$ cat src/rtl/arb_req_queue_pkg.sv
// rtl/arb_req_queue_pkg.sv - shared state encoding for the arbiter request front-end
//
// Purpose: FSM state type used by arb_req_queue. The encodings are fixed so that
// other bus-side blocks decoding the request state agree on them.
// Ports: none (package).

package arb_req_queue_pkg;

  typedef enum logic [1:0] {
    ST_IDLE = 2'd0,
    ST_REQ  = 2'd1,
    ST_XFER = 2'd2,
    ST_RSVD = 2'd3   // unreachable; recovers to ST_IDLE
  } arb_state_t;

endpackage : arb_req_queue_pkg

$ cat src/rtl/arb_req_queue_sync_fifo.sv
// rtl/arb_req_queue_sync_fifo.sv - single-clock FIFO with occupancy count and head view
//
// Purpose: circular-buffer FIFO. Also reused by the downstream bus mux.
// Ports:
//   clk      in   clock, all state on posedge
//   reset    in   synchronous active-high flush
//   i_push   in   write i_data (ignored while full)
//   i_pop    in   drop head entry (ignored while empty)
//   i_data   in   WIDTH write data
//   o_full   out  count == DEPTH
//   o_empty  out  count == 0
//   o_count  out  occupancy, $clog2(DEPTH+1) bits
//   o_head   out  head entry, 0 when empty

module sync_fifo #(
  parameter int WIDTH = 8,
  parameter int DEPTH = 4
) (
  input  logic                       clk,
  input  logic                       reset,
  input  logic                       i_push,
  input  logic                       i_pop,
  input  logic [WIDTH-1:0]           i_data,
  output logic                       o_full,
  output logic                       o_empty,
  output logic [$clog2(DEPTH+1)-1:0] o_count,
  output logic [WIDTH-1:0]           o_head
);

  localparam int AW = $clog2(DEPTH);
  localparam int CW = $clog2(DEPTH+1);
  localparam logic [CW-1:0] FULL_COUNT = CW'(DEPTH);

  logic [WIDTH-1:0] r_mem [DEPTH];
  logic [AW-1:0]    r_wr_ptr;
  logic [AW-1:0]    r_rd_ptr;
  logic [CW-1:0]    r_count;

  logic w_push;
  logic w_pop;

  assign o_full  = (r_count == FULL_COUNT);
  assign o_empty = (r_count == '0);
  assign o_count = r_count;

  // A push is refused whenever full, even alongside a pop; the full flag
  // is what the client sees as in_ready, so it must not depend on i_pop.
  assign w_push = i_push & ~o_full;
  assign w_pop  = i_pop  & ~o_empty;

  assign o_head = o_empty ? '0 : r_mem[r_rd_ptr];

  // DEPTH is a power of two, so pointer wrap is plain AW-bit overflow.
  always_ff @(posedge clk) begin
    if (reset) begin
      r_wr_ptr <= '0;
      r_rd_ptr <= '0;
      r_count  <= '0;
    end else begin
      if (w_push) r_wr_ptr <= r_wr_ptr + 1'b1;
      if (w_pop)  r_rd_ptr <= r_rd_ptr + 1'b1;
      case ({w_push, w_pop})
        2'b10:   r_count <= r_count + 1'b1;
        2'b01:   r_count <= r_count - 1'b1;
        default: r_count <= r_count;
      endcase
    end
  end

  // Storage needs no reset: stale entries are never visible past the pointers.
  always_ff @(posedge clk) begin
    if (w_push) r_mem[r_wr_ptr] <= i_data;
  end

endmodule : sync_fifo

$ cat src/rtl/arb_req_queue.sv
// rtl/arb_req_queue.sv - per-client request queue feeding one side of the two-way arbiter
//
// Purpose: buffers client command words, requests the arbiter while work is
// pending, and streams at most BURST_MAX words per grant onto the shared bus.
// req always drops for at least one cycle after each burst.
// Ports:
//   clk        in   clock
//   reset      in   synchronous active-high; aborts any burst and flushes
//   in_valid   in   client word offered
//   in_ready   out  FIFO not full; push = in_valid & in_ready
//   in_data    in   WIDTH client word
//   req        out  request to arbiter (state != IDLE)
//   grant      in   grant from arbiter
//   out_valid  out  bus word valid (XFER and grant); no backpressure
//   out_data   out  FIFO head, 0 when empty
//   out_last   out  final word of the current burst
//   count      out  FIFO occupancy

module arb_req_queue
  import arb_req_queue_pkg::*;
#(
  parameter int WIDTH     = 8,
  parameter int DEPTH     = 4,
  parameter int BURST_MAX = 2
) (
  input  logic                       clk,
  input  logic                       reset,
  input  logic                       in_valid,
  output logic                       in_ready,
  input  logic [WIDTH-1:0]           in_data,
  output logic                       req,
  input  logic                       grant,
  output logic                       out_valid,
  output logic [WIDTH-1:0]           out_data,
  output logic                       out_last,
  output logic [$clog2(DEPTH+1)-1:0] count
);

  localparam int CW = $clog2(DEPTH+1);
  localparam int BW = $clog2(BURST_MAX+1);
  localparam logic [CW-1:0] BURST_C = CW'(BURST_MAX);
  localparam logic [BW-1:0] BEATS_C = BW'(BURST_MAX);

  arb_state_t    r_state;
  logic [BW-1:0] r_beats;

  logic          w_full;
  logic          w_empty;
  logic [CW-1:0] w_count;
  logic          w_push;
  logic          w_pop;
  logic [BW-1:0] w_beats_init;

  assign w_push   = in_valid & ~w_full;
  assign w_pop    = (r_state == ST_XFER) & grant;

  assign in_ready  = ~w_full;
  assign count     = w_count;
  assign req       = (r_state != ST_IDLE);
  assign out_valid = w_pop;
  assign out_last  = w_pop & (r_beats == BW'(1));

  // Burst length is frozen from the pre-push occupancy at the grant edge;
  // words arriving later wait for the next burst. count <= BURST_MAX fits in BW.
  assign w_beats_init = (w_count >= BURST_C) ? BEATS_C : BW'(w_count);

  sync_fifo #(
    .WIDTH (WIDTH),
    .DEPTH (DEPTH)
  ) u_fifo (
    .clk     (clk),
    .reset   (reset),
    .i_push  (w_push),
    .i_pop   (w_pop),
    .i_data  (in_data),
    .o_full  (w_full),
    .o_empty (w_empty),
    .o_count (w_count),
    .o_head  (out_data)
  );

  // REQ is only entered with a non-empty FIFO and nothing pops during REQ,
  // so the latched beat count is never zero. A missing grant in XFER simply
  // holds state and beats until the arbiter returns it.
  always_ff @(posedge clk) begin
    if (reset) begin
      r_state <= ST_IDLE;
      r_beats <= '0;
    end else begin
      case (r_state)
        ST_IDLE: begin
          if (!w_empty) r_state <= ST_REQ;
        end
        ST_REQ: begin
          if (grant) begin
            r_state <= ST_XFER;
            r_beats <= w_beats_init;
          end
        end
        ST_XFER: begin
          if (grant) begin
            r_beats <= r_beats - 1'b1;
            if (r_beats == BW'(1)) r_state <= ST_IDLE;
          end
        end
        default: begin
          r_state <= ST_IDLE;
          r_beats <= '0;
        end
      endcase
    end
  end

endmodule : arb_req_queue
$ cat config.mk
export PLATFORM = sky130hd
export DESIGN_NAME = arb_req_queue
export DESIGN_NICKNAME = d
export VERILOG_FILES = /design/src/rtl/arb_req_queue_pkg.sv /design/src/rtl/arb_req_queue_sync_fifo.sv /design/src/rtl/arb_req_queue.sv
export SDC_FILE = /design/constraint.sdc
export NUM_CORES = 1
export LEC_CHECK = 0
export BUFFER_PORTS_ARGS = -buffer_cell sky130_fd_sc_hd__clkbuf_2
export CORE_ASPECT_RATIO = 1.75
export CORE_MARGIN = 1
export CORE_UTILIZATION = 60
export CTS_CLUSTER_SIZE = 14
export DETAILED_ROUTE_END_ITERATION = 8
export GPL_TIMING_DRIVEN = 0
export PLACE_DENSITY_LB_ADDON = 0.15
export SLEW_MARGIN = 20
export SYNTH_ARGS = -nofsm -noshare
export SYNTH_HDL_FRONTEND = slang
export SYNTH_SLANG_ARGS = --single-unit
export TNS_END_PERCENT = 1
$ cat constraint.sdc
create_clock -name clk -period 3.7 [get_ports clk]
set_clock_uncertainty 0.05 [all_clocks]
set_input_delay 0.555 -clock clk [delete_from_list [all_inputs] [get_ports clk]]
set_output_delay 0.555 -clock clk [all_outputs]
set_load 0.02 [all_outputs]
### After elaboration in Yosys (flattened, before gate mapping)

Memory sizes are Yosys's and may differ from the RTL's. A register that Yosys moved wholly into a read port is not among the register bits.
Index checks and enable logic that the tools add are counted.
W data, S select, Z words.

| word-level totals | value |
|---|---|
| register bits | 11 |
| memory bits (writable) | 32 |
| bits of input ports | 12 |
| output and inout port bits | 15 |
| logic and storage cells | 51 |
| memories | 1 |

Memories:

| name | depth | width | read ports | clocked after memory_dff | wr ports | RTL line | RTL |
|---|---|---|---|---|---|---|---|
| u_fifo.r_mem | 4 | 8 | 1 | 1 | 1 | arb_req_queue_sync_fifo.sv:34 | `logic [WIDTH-1:0] r_mem [DEPTH];` |

| cells by class | value |
|---|---|
| add/subtract/negate cells | 5 |
| magnitude comparators | 1 |
| equal/unequal tests | 10 |
| muxes and demuxes | 15 |
| bitwise operators | 8 |
| reduce and logical (&&, ||, !) cells | 6 |

Operator list:

| operator | count |
|---|---|
| $mux W2 | 9 |
| $pmux W2 S3 | 2 |
| $mux W8 | 1 |
| $eq A2 B1 Y1 const B | 3 |
| $ne A2 B2 Y1 const B | 3 |
| $pmux W3 S2 | 1 |
| $and A1 B1 Y1 | 5 |
| $add A2 B1 Y2 const B | 2 |
| $eq A2 B2 Y1 const B | 2 |
| $reduce_and A4 Y1 | 1 |
| $reduce_bool A2 Y1 | 2 |
| $add A3 B1 Y3 const B | 1 |
| $eq A3 B3 Y1 const B | 1 |
| $ge A3 B2 Y1 const B | 1 |
| $logic_not A3 Y1 | 1 |
| $not A1 Y1 | 3 |
| $reduce_and A3 Y1 | 1 |
| $sub A3 B1 Y3 const B | 1 |
| $logic_not A2 Y1 | 1 |
| $mux W1 | 2 |
| $ne A2 B1 Y1 const B | 1 |
| $sub A2 B1 Y2 const B | 1 |

### Logic depth before layout (Yosys ltp)

| logic depth | value |
|---|---|
| depth in word-level cells | 6 |
| depth in mapped cells | 10 |
| mapped depth without buffers | 10 |

### Hierarchy

Synthesis repeated with hierarchy kept, for this count alone.

| second synthesis, totals | value |
|---|---|
| cell total of the unflattened synthesis | 142 |
| area total of the unflattened synthesis | 2035.7 µm² |

By module, submodules not included:

| module | instances | cells an instance | area an instance (µm²) | seq. area each (µm²) |
|---|---|---|---|---|
| sync_fifo | 1 | 105 | 1715.4 | 1141.1 |
| arb_req_queue | 1 | 37 | 320.3 | 80.1 |

### Worst setup path after synthesis

No wires, ideal clock.

| timing | value |
|---|---|
| kind | reg2reg |
| from | reg u_fifo.r_count[2], in the netlist u_fifo.o_count[2] |
| to | reg u_fifo.r_count[2], in the netlist u_fifo.o_count[2] |
| library setup time | 0.071 ns |
| arrival | 2.281 ns |
| data required time | 3.579 ns |
| path slack | 1.298 ns |
| cell stages (with the launch flop) | 10 |
| buffers on the path | 0 |
| period minus slack after synthesis | 2.402 ns |
| cell sequence | dfxtp_1 > nor3b_2 > inv_1 > nand2_1 > ha_1 > inv_1 > fa_1 > xor2_1 > or3_1 > a21oi_1 |

| on the way | value |
|---|---|
| word-level cells in the longest chain between the ends | 6 |
| elaborated cells between the ends (all ways) | 13 |
| classes of those cells | 2 x add/sub; 3 x eq/ne; 1 x mux; 5 x bitwise; 2 x reduce/logical |

Ends and longest elaborated chain:

| what | RTL line | RTL |
|---|---|---|
| start, declared | arb_req_queue_sync_fifo.sv:37 | `logic [CW-1:0] r_count;` |
| start signal, assigned | arb_req_queue_sync_fifo.sv:63 | `2'b10: r_count <= r_count + 1'b1;` |
| start signal, assigned | arb_req_queue_sync_fifo.sv:64 | `2'b01: r_count <= r_count - 1'b1;` |
| start signal, assigned | arb_req_queue_sync_fifo.sv:65 | `default: r_count <= r_count;` |
| $eq A3 B3 Y1 * | arb_req_queue_sync_fifo.sv:42 | `assign o_full = (r_count == FULL_COUNT);` |
| $not A1 Y1 * | -- |  |
| net in_ready | arb_req_queue.sv:29 | `output logic in_ready,` |
| $and A1 B1 Y1 | arb_req_queue.sv:54 | `assign w_push = in_valid & ~w_full;` |
| $and A1 B1 Y1 * | arb_req_queue_sync_fifo.sv:48 | `assign w_push = i_push & ~o_full;` |
| $eq A2 B1 Y1 / $eq A2 B2 Y1 (equally long branches) | arb_req_queue_sync_fifo.sv:62 | `case ({w_push, w_pop})` |
| $pmux W3 S2 / $reduce_bool A2 Y1 (equally long branches) | -- |  |

The timed path passes the listed nets; every way through them passes the cells marked *.
A chain may end at the register's enable or synchronous reset.

### Worst setup path in the final report

| timing | value |
|---|---|
| from | reg u_fifo.r_count[2], in the netlist u_fifo.o_count[2] |
| to | reg u_fifo.r_count[2], in the netlist u_fifo.o_count[2] |

| on the way | value |
|---|---|
| word-level cells in the longest chain between the ends | 6 |
| elaborated cells between the ends (all ways) | 13 |
| classes of those cells | 2 x add/sub; 3 x eq/ne; 1 x mux; 5 x bitwise; 2 x reduce/logical |

Ends and longest elaborated chain:

| what | RTL line |
|---|---|
| $eq A3 B3 Y1 | arb_req_queue_sync_fifo.sv:42 |
| $not A1 Y1 | arb_req_queue_sync_fifo.sv:48, arb_req_queue.sv:54 |
| $and A1 B1 Y1 | arb_req_queue.sv:54 |
| $and A1 B1 Y1 | arb_req_queue_sync_fifo.sv:48 |
| $eq A2 B1 Y1 / $eq A2 B2 Y1 (equally long branches) | arb_req_queue_sync_fifo.sv:62 |
| $pmux W3 S2 / $reduce_bool A2 Y1 (equally long branches) | -- |

Parallel ways exist; a longest one is shown, timed or not.

==> out/qor.yml <==
area_growth_pct: 15.0
slew_headroom: 0.682
drt_wl_total_um: 3410
synth_area_leaders: "edfxtp_1 (47%), dfxtp_1 (13%), mux4_2 (8.9%)"
hold_start: "in_data[4]"
hpwl_um: 2530
clockBufferDepth: 2
diodes: 0
path_class: "flip-flop to flip-flop"
synth_top_area_share: 0.474
finalCritPeriodShare: 0.664
worstPathCellList: "nor3b_2, inv_1, nand2_1, ha_1, inv_1, fa_1, xor2_1, or3_1, a21oi_1"
yosysSeqAreaShare: 0.602
max_stage_delay_ns: 0.56
clock_sinks: 45
synth_cell_types: 30
rsz0062_at_grt: "false"
die_y_um: 78.9
crit_path_frequent_cell: "inv_1"
worstPathArrival_ns: 2.63
cts.repair.resized: 0
end_kind: "flip-flop"
cap_viol_max_count: 0
r2r_setup_slack_ns: 1.24
cp_top_family: "simple AND/OR/NAND/NOR gates"
drcViolationCount: 0
cts_buffers: 5
seqPwrFrac: 0.483
stdcell_area_um2: 2330
ys_ff_latch: 45
outcome: "finished, final reports clean"
synth_area_per_cell_um2: 14.5
min_path_type: "input port to flip-flop"
cts_setup_buffers: 0
drtIter0Drc: 10
ios: 27
synth_cells: 140
hold_violations: 0
grt_max_degree: 15
critPathLaunchType: "flip-flop"
switching_power_uw: 333
hold_buffers: 0
grt_pass1_vias: 1280
synth_commonest_cells: "edfxtp_1 (32), inv_1 (15), dfxtp_1 (13)"
place_congestion: 0.742
leakagePower_uw: 0.000880
place.port_buffers: 26
worst_pin_slew_ns: 0.476
hold_end: "u_fifo.r_mem[1][4]$_DFFE_PP_"
peakVddDrop_mv: 0.450
switching_share: 0.272
worstPathRequired_ns: 3.88
p_comb_frac: 0.208
fmax_mhz: 407
firstDrtPassIters: 4
start_util: 0.639
clkPwrFrac: 0.309
slew_violations: 0
async_flop_share: 0
design.die.area_um2: 3630
grt_usage: 0.219
grt_antenna_before_repair: 0
synth_edf_count: 32
cp_slowest_cell: "dfxtp_1"
wire_per_inst_um: 15.7
vias_per_cell: 5.48
synth.largest_area_cell: "edfxtp_1"
r2r_cells: 9
cts_tree: "yes"
r2r_end: "u_fifo.o_count[2]$_SDFFE_PP0P_"
finalSetupViolCount: 0
powerDensity_nw_per_um2: 525
htree_levels: 2
die_w_um: 46.0
min_period_ns: 2.46
yosysWarnings: 0
syn-num-nets: 163
r2r_start: "u_fifo.o_count[2]$_SDFFE_PP0P_"
final_nets: 196
clk_latency_ns: 0.30
dominantRegCellSynth: "edfxtp_1"
vias: 1190
rows: 27
yosysMostFrequentCell: "edfxtp_1"
min_path_cells: 1
core-area_um2: 3180
worstPathMaxFanout: 8
p_int_uw: 892
ant_nets: 0
placed_area_um2: 2210
cts-root-buf: "clkbuf_8"
grt_pass1_wl_um: 5420
grt_overflow: 0
syn-cell-area_um2: 2030
setup-tns-final_ns: 0
clkTransAtPathRegs_ns: 0.08
drive_gt1_frac: 0.282
cp_num_buf_inv: 2
[placed cells by master (no fill, tap or decap), drive strengths merged, types with 2 or more instances in the layout]
master | netlist | routed
clkbuf | 2 | 34
edfxtp | 32 | 32
inv | 15 | 15
dfxtp | 13 | 13
ha | 10 | 10
nor2b | 9 | 9
mux4 | 8 | 8
a21oi | 7 | 7
nor2 | 6 | 6
o21ai | 6 | 6
and3 | 4 | 4
nand2b | 4 | 4
nand2 | 2 | 2
nand3 | 2 | 2
mux2i | 2 | 2
o2111ai | 2 | 2
xor2 | 2 | 2
or3 | 2 | 2
[worst register-to-register path: cells and delay by family (launching register included)]
kind	cells	cell delay (ns)
AO/OA/AOI/OAI	1	0.15
adder cells (fa/ha/maj)	2	0.55
buffers and inverters	2	0.21
flip-flops	1	0.56
XOR/XNOR	1	0.16
AND/OR/NAND/NOR	3	0.71
[power groups by stage]
stage                     clock network, uW  registers, uW  logic (uW)
after floorplan                           0            603         182
final                                   379            592         254
after detailed placement                  0            604         256
after global placement                    0            600         244
after CTS                               389            592         257
after global routing                    403            596         281
[layout make-up]
cell class,count,area [um2]
Timing Repair Buffer,26,130
Clock buffer,6,82.6
Fill cell,245,843
Multi-Input combinational cell,77,738
Buffer,3,12.5
Sequential cell,45,1220
Clock inverter,2,37.5
Inverter,15,56.3
Tap cell,43,53.8
[stage by stage]
| step | cells | hold WS, ns | setup slack [ns] | power, uW | utilization |
|---|---|---|---|---|---|
| 2_1_floorplan | 140 | 0.404 | 1.30 | 784 | - |
| 3_3_place_gp | 209 | 0.416 | 1.35 | 844 | 0.697 |
| 3_5_place_dp | 209 | 0.448 | 1.30 | 859 | 0.697 |
| 4_1_cts | 217 | 0.406 | 1.25 | 1240 | 0.734 |
| 5_1_grt | 217 | 0.413 | 1.10 | 1280 | 0.734 |
| 6_report | 217 | 0.422 | 1.24 | 1220 | 0.734 |
[sequential cells by signal, summed over array words and instances (netlist names), named ones only]
signal	cells
r_beats	2
r_state	2
u_fifo.o_count	3
u_fifo.r_mem	32
u_fifo.r_rd_ptr	2
u_fifo.r_wr_ptr	2
[logic make-up (layout without fill, tap and decap cells)]
family,count (synthesis),count (layout),synth area share
muxes,10,10,0.0987
xor gates and xnor gates,3,3,0.0130
buffers and inverters,18,52,0.0339
adders and majority gates,11,11,0.0716
and+or+nand+nor,33,33,0.102
AOI/OAI and AO/OA,20,20,0.0790
DFF,45,45,0.602
[per-layer routing]
metal | global-route usage | up-vias | share of wire
met5 | 0 | - | 0
met4 | 0.124 | 0 | 0.028
met3 | 0.0614 | 12 | 0.041
met2 | 0.403 | 34 | 0.59
met1 | 0.191 | 567 | 0.34
li1 | - | 577 | -
[worst max-delay path by stage]
stage	startpoint	to	slack (ns)	cells past startpoint
after detailed placement	r_state[0]$_SDFFE_PP0P_	u_fifo.o_count[2]$_SDFFE_PP0P_	1.30	10
after floorplan	u_fifo.o_count[2]$_SDFFE_PP0P_	u_fifo.o_count[2]$_SDFFE_PP0P_	1.30	9
after CTS	r_state[0]$_SDFFE_PP0P_	u_fifo.o_count[2]$_SDFFE_PP0P_	1.25	10
after global routing	u_fifo.o_count[2]$_SDFFE_PP0P_	u_fifo.o_count[2]$_SDFFE_PP0P_	1.10	9
final	u_fifo.o_count[2]$_SDFFE_PP0P_	u_fifo.o_count[2]$_SDFFE_PP0P_	1.24	9
after global placement	r_state[0]$_SDFFE_PP0P_	u_fifo.o_count[2]$_SDFFE_PP0P_	1.35	10
Note: power is estimated with default switching activity, not from simulation.
